==> config.mk <==
export PLATFORM = sky130hd
export DESIGN_NAME = updown_counter_param
export DESIGN_NICKNAME = d
export VERILOG_FILES = /design/src/rtl/updown_counter_pkg.sv /design/src/rtl/updown_counter_next.sv /design/src/rtl/updown_counter_param.sv
export SDC_FILE = /design/constraint.sdc
export NUM_CORES = 1
export LEC_CHECK = 0
export CAP_MARGIN = 20
export CORE_MARGIN = 10
export CORE_UTILIZATION = 47
export CTS_BUF_LIST = sky130_fd_sc_hd__clkbuf_8
export DETAILED_ROUTE_END_ITERATION = 8
export PLACE_DENSITY = 0.79
export SLEW_MARGIN = 20
export SYNTH_ARGS = -nofsm -noshare
export SYNTH_HDL_FRONTEND = slang
export SYNTH_SLANG_ARGS = --single-unit
==> constraint.sdc <==
create_clock -name Clk -period 2.42 [get_ports Clk]
set_input_delay 0.363 -clock Clk [delete_from_list [all_inputs] [get_ports Clk]]
set_output_delay 0.363 -clock Clk [all_outputs]
set_load 0.02 [all_outputs]
==> src/rtl/updown_counter_pkg.sv <==
// rtl/updown_counter_pkg.sv - shared constants and helpers for the parametrised up/down counter
package updown_counter_pkg;

  // Direction and boundary-mode encodings
  localparam logic DIR_UP    = 1'b1;
  localparam logic DIR_DOWN  = 1'b0;
  localparam logic MODE_WRAP = 1'b0;
  localparam logic MODE_SAT  = 1'b1;

  // All-ones value for a counter of the given width (valid for 1..32)
  function automatic logic [31:0] udc_max_for_width(input int width);
    logic [63:0] full;
    full = (64'd1 << width) - 64'd1;
    return full[31:0];
  endfunction

  // Default counter width and its full-scale maximum
  localparam int          DEFAULT_WIDTH = 8;
  localparam logic [31:0] DEFAULT_MAX   = udc_max_for_width(DEFAULT_WIDTH);

endpackage

==> src/rtl/updown_counter_next.sv <==
// rtl/updown_counter_next.sv - combinational next-count and boundary detection for one enabled step
module updown_counter_next
  import updown_counter_pkg::*;
#(
  parameter int WIDTH = 8
) (
  input  logic [WIDTH-1:0] Count,
  input  logic             UpOrDown,
  input  logic             sat_mode,
  input  logic [WIDTH-1:0] max_val,
  output logic [WIDTH-1:0] next_count,
  output logic             boundary
);

  // One step within [0, max_val]; a count above a lowered bound snaps back to it
  always_comb begin
    next_count = Count;
    boundary   = 1'b0;
    if (UpOrDown == DIR_UP) begin
      if (Count < max_val) begin
        next_count = Count + WIDTH'(1);
      end else begin
        boundary   = 1'b1;
        next_count = (sat_mode == MODE_SAT) ? max_val : '0;
      end
    end else begin
      if (Count > max_val) begin
        next_count = max_val;
      end else if (Count != '0) begin
        next_count = Count - WIDTH'(1);
      end else begin
        boundary   = 1'b1;
        next_count = (sat_mode == MODE_SAT) ? '0 : max_val;
      end
    end
  end

endmodule

==> src/rtl/updown_counter_param.sv <==
// rtl/updown_counter_param.sv - parametrised up/down counter with load, bound, wrap/saturate and event pulse; sticky event flag under UDCNT_STICKY_EVT_EN
module updown_counter_param
  import updown_counter_pkg::*;
#(
  parameter int WIDTH     = DEFAULT_WIDTH,
  parameter int RESET_VAL = 0
) (
  input  logic             Clk,
  input  logic             reset,
  input  logic             en,
  input  logic             UpOrDown,
  input  logic             sat_mode,
  input  logic [WIDTH-1:0] max_val,
  input  logic             load,
  input  logic [WIDTH-1:0] load_val,
  input  logic             evt_clr,
  output logic [WIDTH-1:0] Count,
  output logic             evt,
  output logic             evt_sticky
);

  localparam logic [WIDTH-1:0] COUNT_MAX   = WIDTH'(udc_max_for_width(WIDTH));
  localparam logic [WIDTH-1:0] RESET_COUNT = WIDTH'(RESET_VAL) & COUNT_MAX;

  logic [WIDTH-1:0] count_q, count_d;
  logic             evt_q, evt_d;
  logic [WIDTH-1:0] step_count;
  logic             step_boundary;

  updown_counter_next #(
    .WIDTH(WIDTH)
  ) u_next (
    .Count      (count_q),
    .UpOrDown   (UpOrDown),
    .sat_mode   (sat_mode),
    .max_val    (max_val),
    .next_count (step_count),
    .boundary   (step_boundary)
  );

  // Load beats enable beats hold; loads are clamped to the current bound
  always_comb begin
    count_d = count_q;
    evt_d   = 1'b0;
    if (load) begin
      count_d = (load_val > max_val) ? max_val : load_val;
    end else if (en) begin
      count_d = step_count;
      evt_d   = step_boundary;
    end
  end

  // Count and event pulse registers
  always_ff @(posedge Clk or negedge reset) begin
    if (!reset) begin
      count_q <= RESET_COUNT;
      evt_q   <= 1'b0;
    end else begin
      count_q <= count_d;
      evt_q   <= evt_d;
    end
  end

  assign Count = count_q;
  assign evt   = evt_q;

`ifdef UDCNT_STICKY_EVT_EN
  logic sticky_q, sticky_d;

  // A new event sets the flag even when a clear arrives on the same edge
  always_comb begin
    sticky_d = sticky_q;
    if (evt_d) begin
      sticky_d = 1'b1;
    end else if (evt_clr) begin
      sticky_d = 1'b0;
    end
  end

  // Sticky flag register
  always_ff @(posedge Clk or negedge reset) begin
    if (!reset) begin
      sticky_q <= 1'b0;
    end else begin
      sticky_q <= sticky_d;
    end
  end

  assign evt_sticky = sticky_q;
`else
  logic unused_evt_clr;
  assign unused_evt_clr = evt_clr;
  assign evt_sticky     = 1'b0;
`endif

endmodule

* Word-level counts from Yosys, hierarchy flattened
Cells that the tools add are included.
Storage, ports and cells: output and inout port bits 10, bits in registers 9, bits of input ports 23
Operators by class: order comparisons 3, reduce and logical (&&, ||, !) cells 2, multiplexer cells 15, add/sub/neg operators 2
Operators by type and width (number):
- 2-to-1 mux 8 bit | 9
- > comparator 8 bit | 2
- adder 8 x 1 -> 8 bit (second input constant) | 1
- less-than comparator 8 bit | 1
- nonzero test 8 bit | 1
- subtractor 8 x 1 -> 8 bit (second input constant) | 1
- 2-to-1 mux 1 bit | 6
- nonzero test 2 bit | 1

* Depth between registers and ports, before layout
Gate-level depths: netlist (run 1).
depth after elaboration 6, depth in mapped cells 10, depth with buffers taken out 9

* Modules after synthesis
From an unflattened synthesis (run 1), not the netlist that was laid out.
Unflattened totals: cells, all modules 219, area total of the unflattened synthesis 1627.8 um2
By module, submodules not included:
- updown_counter_next | area an instance 848.3 um2, instances 1, cells an instance 124, seq. area each 0.0 um2
- updown_counter_param | area an instance 779.5 um2, instances 1, cells an instance 95, seq. area each 225.2 um2

* Worst setup path after synthesis (run 1)
No wires, ideal clock.
path type reg2reg, start reg count_q[1] (netlist: Count[1]), end reg count_q[3] (netlist: Count[3]), required time 2.294 ns, path slack -0.053 ns, library setup time 0.126 ns, arrival time 2.347 ns, cell stages (with the launch flop) 9, period minus slack after synthesis 2.473 ns, path through dfrtp_1 ha_1 nor2b_1 o211ai_1 a21oi_1 o22ai_1 o21ai_1 a221o_1 a221o_1
On the way: longest elaborated chain between the ends 6
RTL lines:
- start, declared | RTL line updown_counter_param.sv:25 | logic [WIDTH-1:0] count_q, count_d;
- start signal, assigned | RTL line updown_counter_param.sv:59 | count_q <= count_d;
- subtractor 8 x 1 -> 8 bit or nonzero test 8 bit (tied branches) | RTL line updown_counter_next.sv:30, updown_counter_next.sv:29
- 2-to-1 mux 8 bit | RTL line updown_counter_next.sv:29 | end else if (Count != '0) begin
- 2-to-1 mux 8 bit | RTL line updown_counter_next.sv:27 | if (Count > max_val) begin
- 2-to-1 mux 8 bit * | RTL line updown_counter_next.sv:19 | if (UpOrDown == DIR_UP) begin
- 2-to-1 mux 8 bit * | RTL line updown_counter_param.sv:47 | end else if (en) begin
- 2-to-1 mux 8 bit * | RTL line updown_counter_param.sv:45 | if (load) begin
Every way passes the cells marked *; elsewhere a longest branch is shown, timed or not. The select of a mux whose other input is x is not followed. A chain may end at the register's enable or synchronous reset.

* Worst setup path after layout (run 1)
start in max_val[1], end reg count_q[1] (netlist: Count[1])
On the way: longest elaborated chain between the ends 6
RTL lines:
- start, declared | RTL line updown_counter_param.sv:13 | input logic [WIDTH-1:0] max_val,
- parallel branches: the longest is 5 deep, another holds > comparator 8 bit
- 2-to-1 mux 8 bit * | RTL line updown_counter_param.sv:45
Mark *: on every way between the ends. The select of a mux whose other input is x is not followed.

==> out/metrics.yaml, run 1 <==
pwr:
  worst_ir_drop_vdd_mv: 0.319
  leakagePower_uw: 0.00104
  power_density_nw_per_um2: 589
  fin_total_pwr_uw: 1300
logic_synthesis:
  netlist_area_sq_um: 1390
  yosys_warnings: 0
  syn_inst: 179
  yosysUniqueCellTypes: 43
  synth-edff-count: 0
  synth_top_flop_cell: "dfrtp_1"
  ys_seq_area_share_pct: 16.2
  synth_nets: 221
  syn_area_per_cell_sq_um: 7.79
  synth-async-reset-ratio_pct: 100
  synth-seq-cells: 9
cts:
  cts.sinks: 9
  numCtsBuffers: 3
  clk_pin_slew_ps: 60
  holdBufCountCts: 0
  cts_root_buf: "clkbuf_8"
  insertion_delay_ps: 250
  cts_buffer_depth: 2
  cts_tree: "done"
  htree_levels: 1
timing:
  setup_viol: 5
  fin_crit_ps: 2530
  max_slew_margin_pct: 60.4
  slew_viol_final: 0
  fin_crit_sh_pct: 104
  finalWorstSetupSlack_ps: -107
  hold_viol_final: 0
  fmax_mhz: 396
  worst_pin_slew_ps: 592
  finClkSkew_ps: 12.4
global_route:
  grt-ovfl-total: 0
  grt_max_degree: 19
  grtUsageTotal_pct: 17.8
  antenna_found_initial: 0
  first_global_vias: 1646
  grt_first_pass_wirelength_um: 7980
outcome:
  violations: "setup timing"
  status: "finished with violations"
finish:
  drive_above_1_share_pct: 31.9
  layout_commonest_cell: "buf_4"
  mostFrequentLayoutCells: "buf_4 (34), clkdlybuf4s50_1 (16), nand2_1 (15), dlymetal6s2s_1 (12), ha_1 (11)"
  synthToLayoutAreaGrowth_pct: 58.7
  fillCellCount: 155
  insertedDiodeCount: 0
  multi_input_area_sq_um: 1250
  fin_area_sq_um: 2210
  instances_no_fill: 269
  regArea_sq_um: 225
  nets: 281
route:
  wl_per_cell_um: 21.7
  first_iter_violations: 186
  antenna_left: 0
  drcViolationCount: 0
  drt-pass1-iter-count: 5
  vias: 1760
  drt-total-wl_um: 5850
  viasPerCell: 6.54
job:
  drv_cap: 0
min_path:
  hold_path_class: "in -> async"
setup_path:
  cpMaxStageDelayCell: "a221o_1"
  worst_r2r_path_depth: 8
  crit_top_cell: "buf_4"
  end_kind: "register"
  arrival_ps: 2650
  max_stage_delay_ps: 390
  critPathKind: "in -> reg"
  required_ps: 2540
  startpoint_type: "input pin"
  crit_path_max_fanout: 3
  crit_chain: "dlygate4sd2_1 > inv_2 > ha_1 > nor2b_1 > o211ai_1 > a21oi_2 > o32ai_4 > buf_6 > buf_4 > buf_4 > nand2_1 > o21ai_1 > a221o_1"
floorplanning:
  die_h_um: 74.5
  rows: 19
  die_w_um: 74.5
  die_area_sq_um: 5540
  coreArea_sq_um: 2810
  io_pins: 33
  initial_core_util_pct: 49.7
placed_design:
  place_inst: 260
  dp_hpwl_um: 3770
  gp_congestion: 0.922
  io_buffers: 30
  placed_area_sq_um: 1910
-- Yosys cell counts, drive strengths merged, types with 2 or more instances --
library cell   n  area, sq um
buf            6         42.5
mux2           4         45.0
nor3           5         25.0
nor2          10         37.5
a221oi         3         26.3
or2            2         15.0
clkbuf         6         23.8
xor2           3         26.3
ha            19          238
o211ai         2         15.0
mux2i          3         30.0
o22ai          2         12.5
a221o          8         80.1
nand4          5         31.3
a21oi         10         50.1
and3           2         12.5
inv           13         48.8
nor3b          4         30.0
dfrtp          9          225
a31oi          4         25.0
o21ai          9         45.0
o31ai          3         22.5
nand3         10         50.1
or3            2         17.5
a311o          2         20.0
a22oi          2         15.0
nand2         15         56.3
nor2b          2         12.5
xnor2          7         61.3
-- report_power, final --
part	leakage, uW	internal [uW]	total (uW)	switching (uW)
sequential	0.000111	178	208	30.2
combinational	0.000906	440	903	463
clock	0.0000269	112	191	79.1
-- stage by stage --
stage	TNS [ps]	hold slack, ps	utilization (%)	worst slack, ps
final	-239	431	78.9	-107
after global routing	-867	464	78.9	-175
after CTS	0	439	73.2	3.51
after detailed placement	-3350	684	68.2	-462
after global placement	-2850	664	68.2	-372
after floorplan	-0.399	67.4	-	-0.399
-- layout make-up --
type | instances | area share, %
clock inverter | 1 | 0.170
clock buffer | 3 | 1.87
multi-input combinational | 146 | 56.4
sequential | 9 | 10.2
inverter | 13 | 2.21
tap | 31 | 1.75
timing repair buffer | 66 | 27.4
-- critical path: cells and delay by family --
| kind | cells | cell delay [ps] |
|---|---|---|
| AO/OA/AOI/OAI | 5 | 960 |
| buffers and inverters | 5 | 720 |
| AND/OR/NAND/NOR | 2 | 280 |
| adder cells (fa/ha/maj) | 1 | 320 |
-- sequential cells by signal (all words and copies together) (netlist names) --
name   flops
Count      8
evt        1
-- metal layers --
metal	track usage (%)	vias up	share of wire, %
met4	6.30	0	3.9
met3	1.60	29	8.7
li1	-	786	-
met5	0	-	0
met1	22.0	818	40
met2	31.1	127	47
-- path summary, 6_finish.rpt --
| check | startpoint | endpoint | slack, ps |
|---|---|---|---|
| setup / recovery | max_val[1] | Count[1]$_DFFE_PN0P_ | -110 |
| hold / removal | reset | Count[1]$_DFFE_PN0P_ | 430 |
| setup reg to reg | Count[1]$_DFFE_PN0P_ | Count[1]$_DFFE_PN0P_ | 10 |
| hold reg to reg | Count[7]$_DFFE_PN0P_ | Count[7]$_DFFE_PN0P_ | 750 |
| max in group asynchronous | reset | Count[7]$_DFFE_PN0P_ | 1650 |
| min in group Clk | load_val[7] | Count[7]$_DFFE_PN0P_ | 540 |
-- kinds of logic (layout without fill, tap and decap cells) --
kind of cell | after synthesis | in the layout | synth area share, %
mux | 7 | 7 | 5.39
fa+ha+maj | 19 | 19 | 17.1
other cells | 1 | 1 | 0.269
buf+inv | 25 | 83 | 8.26
simple gates | 59 | 60 | 21.7
flops | 9 | 9 | 16.2
xor+xnor | 10 | 10 | 6.28
compound gates | 49 | 49 | 24.9
-- repair_timing --
action / 4_1_cts / 5_1_grt
buffers inserted: 0 / 6
gates resized for setup: 21 / 32
pin swaps: 7 / 13
setup endpoints to repair: 8 / 8
gates cloned: 0 / 1
Power figures use the tool's default switching activity.
==> run 2, diff against run 1 <==
- CORE_UTILIZATION: 47 -> 25
- PLACE_DENSITY: 0.79 -> unset
- TNS_END_PERCENT: unset -> 10
==> run 2 against run 1 <==
The flow now finishes without violations. Largest power group unchanged. Global-route usage fell by 7.2 points. Non-clock buffer count grew 7. Highest routed layer unchanged. Flip-flop and latch count stayed put. First-iteration DRC count shrank 33%. Register-to-register slack gained 190 ps. Cell count rose by 17%. Count of clock-buffer cells in the layout stayed put. Fmax rose by 10%. Critical path type unchanged.
==> out/metrics.yaml, run 2 (synthesis gave the netlist of run 1 again) <==
finish:
  largest_reg_flops: 8  # unchanged
  fin_util_pct: 41.2  # -38 points
  mostFrequentLayoutCells: "buf_4 (42), clkdlybuf4s50_1 (21), nand2_1 (15), ha_1 (11)"
  nets: 287  # +2.1%
  drive_above_1_share_pct: 32.4  # +0.44 points
  synthToLayoutAreaGrowth_pct: 61.8
  regArea_sq_um: 225  # unchanged
  multi_input_area_sq_um: 1210  # -2.7%
  layout_commonest_cell: "buf_4"
  fillCellCount: 560  # +260%
  insertedDiodeCount: 0  # unchanged
pwr:
  switchingPower_uw: 502  # -12%
  clkPwrFrac_pct: 14.3  # -0.4 points
  fin_total_pwr_uw: 1220  # -6.1%
  p_seq_share_pct: 16.5  # +0.5 points
  intPower_uw: 721  # -1.2%
  p_comb_share_pct: 69.2  # about the same
  power_switching_share_pct: 41.1  # -2.9 points
  leakagePower_uw: 0.00101  # -3.7%
  power_density_nw_per_um2: 543  # -7.8%
  worst_ir_drop_vdd_mv: 0.211  # -34%
route:
  antenna_left: 0  # unchanged
  drt-pass1-iter-count: 4  # -1
  first_iter_violations: 125  # -33%
  drt-total-wl_um: 4730  # -19%
  vias: 1580  # -10%
  viasPerCell: 5.00  # -24%
  drcViolationCount: 0  # unchanged
  wl_per_cell_um: 15.0  # -31%
timing:
  fin_crit_ps: 2290  # -240 ps
  fin_crit_sh_pct: 94.5  # -9.9 points
  finalWorstSetupSlack_ps: 133  # +240 ps
  finClkSkew_ps: 2.62  # -9.80 ps
  fmax_mhz: 437  # +10%
  hold_viol_final: 0  # unchanged
  setup_viol: 0  # -5
  grt_setup_unrepaired: "no"
  slew_viol_final: 0  # unchanged
floorplanning:
  initial_core_util_pct: 25.5  # -24 points
  die_w_um: 94.7  # +27%
  coreArea_sq_um: 5470  # +95%
  io_pins: 33  # unchanged
  die_h_um: 94.7  # +27%
  rows: 27  # +8
  die_area_sq_um: 8960  # +62%
setup_path:
  rr_endpoint: "Count[3]$_DFFE_PN0P_"
  reg2reg_slack_ps: 200  # +190 ps
  max_stage_delay_ps: 340  # -50 ps
  critPathKind: "in -> reg"
  crit_path_max_fanout: 6  # +3
  rr_startpoint: "Count[1]$_DFFE_PN0P_"
  worst_r2r_path_depth: 9  # +1
  required_ps: 2540  # about the same
  arrival_ps: 2400  # -250 ps
  startpoint_type: "input pin"
  end_kind: "register"
  crit_chain: "dlygate4sd2_1 > inv_2 > ha_1 > nor2b_1 > o211ai_1 > a21oi_1 > o32ai_1 > buf_4 > mux2_2 > a21oi_1 > o21ai_1"
  crit_start: "max_val[1]"
  crit_top_cell: "a21oi_1"
  cpMaxStageDelayCell: "mux2_2"
placed_design:
  dp_hpwl_um: 3890  # +3.2%
  gp_congestion: 0.862  # -6.5%
  dp_slack_ps: -498  # -36.6 ps
  io_buffers: 30  # unchanged
global_route:
  antenna_found_initial: 0  # unchanged
  first_global_vias: 1577  # -4.2%
  grt_max_degree: 19  # unchanged
  grt_first_pass_wirelength_um: 7710  # -3.4%
  grtUsageTotal_pct: 10.6  # -7.2 points
  grt-ovfl-total: 0  # unchanged
outcome:
  status: "finished clean"
cts:
  holdBufCountCts: 0  # unchanged
  cts_tree: "done"
  htree_levels: 1  # unchanged
  numCtsBuffers: 3  # unchanged
  insertion_delay_ps: 240  # about the same
  cts.sinks: 9  # unchanged
  cts_buffer_depth: 2  # unchanged
  cts_root_buf: "clkbuf_8"
  clk_pin_slew_ps: 50  # about the same
min_path:
  hold_path_class: "in -> async"
job:
  drv_cap: 0  # unchanged
-- run 2: changes by cell type in the layout (fill, tap and decap cells not counted), sizes merged --
cell,before,now
buf,36,43
dlymetal6s2s,12,4
or2,3,2
clkdlybuf4s50,16,21
dlygate4sd2,2,5
-- run 2: layer usage --
metal | share of wire (%) | GRT usage, % | vias to the layer above
met1 | 45 | 13.2 | 731
met5 | 0 | 0 | -
li1 | - | - | 796
met4 | 2.0 | 4.49 | 0
met3 | 5.8 | 1.67 | 7
met2 | 48 | 17.7 | 46
-- run 2: worst max-delay path by stage --
| stage | end | slack, ps | depth (start not counted) |
|---|---|---|---|
| global placement | Count[0]$_DFFE_PN0P_ | -420 | 11 |
| CTS | Count[3]$_DFFE_PN0P_ | 0.5 | 10 |
| finish | Count[6]$_DFFE_PN0P_ | 130 | 11 |
| global route | Count[6]$_DFFE_PN0P_ | 10 | 11 |
| floorplan | Count[3]$_DFFE_PN0P_ | -0.4 | 10 |
| detailed placement | Count[3]$_DFFE_PN0P_ | -500 | 11 |
-- run 2: power by group through the flow --
stage | clock network, uW | registers [uW] | logic [uW]
2_1_floorplan | 0 | 249 | 404
3_3_place_gp | 0 | 195 | 778
3_5_place_dp | 0 | 196 | 783
4_1_cts | 175 | 202 | 837
5_1_grt | 183 | 206 | 931
6_report | 175 | 202 | 847
-- run 2: cell type report --
cell class | instances | area share (%)
Tap cell | 72 | 4.00
Inverter | 13 | 2.16
Clock buffer | 3 | 1.83
Timing Repair Buffer | 73 | 28.0
Multi-Input combinational cell | 145 | 53.9
Sequential cell | 9 | 9.99
Clock inverter | 1 | 0.166
-- run 2: stage by stage --
step	std cells	hold WS, ps	instance area [sq um]	setup TNS (ps)
after global placement	311	641	2040	-3290
final	316	435	2250	0
after CTS	316	458	2230	0
after detailed placement	311	647	2040	-3750
after floorplan	179	67.4	1400	-0.399
after global routing	316	472	2250	0
-- run 2: what timing repair did --
item                                    4_1_cts  5_1_grt
setup buffers                                 1        0
pin swaps                                    10        6
gates resized for setup                      36        9
endpoints found under the setup margin        8        8
-- run 2: critical path: cells and delay by family --
family          cells  cell delay (ps)
compound gates      5              750
buf+inv             3              520
mux                 1              340
fa+ha+maj           1              300
simple gates        1              130
==> run 3, diff against run 2 <==
- SKIP_LAST_GASP: unset -> 1
- clock period: 2.42 -> 2.85 ns (I/O delays scaled with it)
==> run 3 against run 2 <==
Combinational power down 26%. Final area shrank 12%. Via count is 3.8% lower. Cell count decreased by 4.1%.
==> out/metrics.yaml, run 3 (synthesis gave the netlist of run 1 again) <==
cts:
  cts_root_buf: "clkbuf_8"
  htree_levels: 1  # unchanged
  numCtsBuffers: 3  # unchanged
  insertion_delay_ps: 240  # about the same
  clk_pin_slew_ps: 50  # about the same
  cts_resized: 0  # -100%
  cts_buffer_depth: 2  # unchanged
  holdBufCountCts: 0  # unchanged
  cts_tree: "done"
  cts.sinks: 9  # unchanged
  cts_setup_buffers: 0  # -1
global_route:
  first_global_vias: 1533  # -2.8%
  grt-ovfl-total: 0  # unchanged
  grt_first_pass_wirelength_um: 7360  # -4.5%
  grtUsageTotal_pct: 10.1  # -0.49 points
  antenna_found_initial: 0  # unchanged
  grt_max_degree: 19  # unchanged
floorplanning:
  initial_core_util_pct: 25.5  # unchanged
  coreArea_sq_um: 5470  # unchanged
  die_w_um: 94.7  # unchanged
  die_area_sq_um: 8960  # unchanged
  rows: 27  # unchanged
  die_h_um: 94.7  # unchanged
  io_pins: 33  # unchanged
route:
  drcViolationCount: 0  # unchanged
  drt-total-wl_um: 4470  # -5.6%
  antenna_left: 0  # unchanged
  drt-pass1-iter-count: 4  # unchanged
  vias: 1520  # -3.8%
  first_iter_violations: 174  # +39%
  wl_per_cell_um: 14.7  # -1.5%
  viasPerCell: 5.02  # +0.33%
finish:
  synthToLayoutAreaGrowth_pct: 42.9
  nets: 274  # -4.5%
  drive_above_1_share_pct: 18.2  # -14 points
  largest_reg_flops: 8  # unchanged
  mostFrequentLayoutCells: "clkdlybuf4s50_1 (30), buf_4 (30), ha_1 (19), nand2_1 (15), inv_1 (14)"
  fin_area_sq_um: 1990  # -12%
  insertedDiodeCount: 0  # unchanged
  instances_no_fill: 303  # -4.1%
  fillCellCount: 581  # +3.8%
  fin_util_pct: 36.4  # -4.8 points
setup_path:
  end_kind: "register"
  critPathKind: "in -> reg"
  rr_startpoint: "Count[5]$_DFFE_PN0P_"
  startpoint_type: "input pin"
  worst_r2r_path_depth: 8  # -1
  rr_endpoint: "Count[3]$_DFFE_PN0P_"
  crit_path_max_fanout: 6  # unchanged
  required_ps: 2970  # +430 ps
  arrival_ps: 2870  # +470 ps
  reg2reg_slack_ps: 490  # +290 ps
outcome:
  status: "finished clean"
timing:
  fmax_mhz: 365
  fin_crit_ps: 2740
  finClkSkew_ps: 0.508  # -2.11 ps
  worst_pin_slew_ps: 638
  setup_viol: 0  # unchanged
  slew_viol_final: 0  # unchanged
  max_slew_margin_pct: 57.4
  timing.hold.ws_ps: 509  # +74.3 ps
  finalSetupTns_ps: 0  # unchanged
  grt_setup_unrepaired: "no"
  hold_viol_final: 0  # unchanged
  fin_crit_sh_pct: 96.2
placed_design:
  gp_congestion: 0.851  # -1.3%
  dp_hpwl_um: 3700  # -4.9%
  place_inst: 299  # -3.9%
  io_buffers: 30  # unchanged
  placed_area_sq_um: 1940  # -4.7%
pwr:
  leakagePower_uw: 0.000884  # -12%
  power_density_nw_per_um2: 477  # -12%
  intPower_uw: 553  # -23%
  clkPwrFrac_pct: 15.9  # +1.6 points
  p_comb_share_pct: 65.9  # -3.3 points
  worst_ir_drop_vdd_mv: 0.158  # -25%
  power_switching_share_pct: 41.7  # +0.65 points
  p_seq_share_pct: 18.2  # +1.7 points
  switchingPower_uw: 396  # -21%
min_path:
  hold_path_class: "in -> async"
job:
  drv_cap: 0  # unchanged
run 3: changes by cell type in the layout (fill, tap and decap cells not counted), moves of 7 or more:
cell,change
buf_4,-12
clkdlybuf4s50_1,+9
ha_1,+8
ha_4,-8
o21ai_0,+7
run 3: worst max-delay path by stage:
stage	startpoint	to	slack, ps	cells after the start
after floorplan	max_val[1]	Count[7]$_DFFE_PN0P_	360	10
after global placement	max_val[1]	Count[3]$_DFFE_PN0P_	-130	10
after detailed placement	max_val[1]	Count[3]$_DFFE_PN0P_	-190	10
after CTS	max_val[1]	Count[3]$_DFFE_PN0P_	50	10
after global routing	max_val[1]	Count[1]$_DFFE_PN0P_	7	10
final	max_val[1]	Count[3]$_DFFE_PN0P_	110	10
run 3: critical path, cell delays in order:
cell and delay [ps]:
clkdlybuf4s50_1 510, inv_1 90, ha_1 310, nor2b_1 130, o211ai_1 160, a21oi_1 110
o22ai_1 270, o21ai_2 170, a221o_1 380, a221o_1 310
run 3: cell type report:
| cell class | count | area (sq um) | area share, % |
|---|---|---|---|
| Sequential cell | 9 | 225 | 11.3 |
| Inverter | 13 | 48.8 | 2.45 |
| Clock inverter | 1 | 3.75 | 0.188 |
| Multi-Input combinational cell | 145 | 1060 | 53.1 |
| Clock buffer | 3 | 41.3 | 2.07 |
| Timing Repair Buffer | 60 | 526 | 26.4 |
| Tap cell | 72 | 90.1 | 4.52 |
run 3: stage by stage:
stage	total power [uW]	worst slack (ps)
after floorplan	551	360
after global placement	791	-133
after detailed placement	798	-195
after CTS	953	48.0
after global routing	1020	6.96
final	949	107
run 3: per-layer routing:
metal | up-vias | GRT usage (%) | share of wire [%]
met3 | 8 | 1.03 | 5.6
met2 | 41 | 16.8 | 47
met4 | 0 | 4.36 | 1.8
met1 | 703 | 12.9 | 46
li1 | 768 | - | -
met5 | - | 0 | 0
run 3: power by group through the flow:
stage / clock (uW) / sequential, uW / combinational (uW)
3_5_place_dp: 0 / 175 / 623
5_1_grt: 160 / 176 / 687
2_1_floorplan: 0 / 212 / 339
6_report: 150 / 173 / 626
3_3_place_gp: 0 / 174 / 618
4_1_cts: 153 / 173 / 627
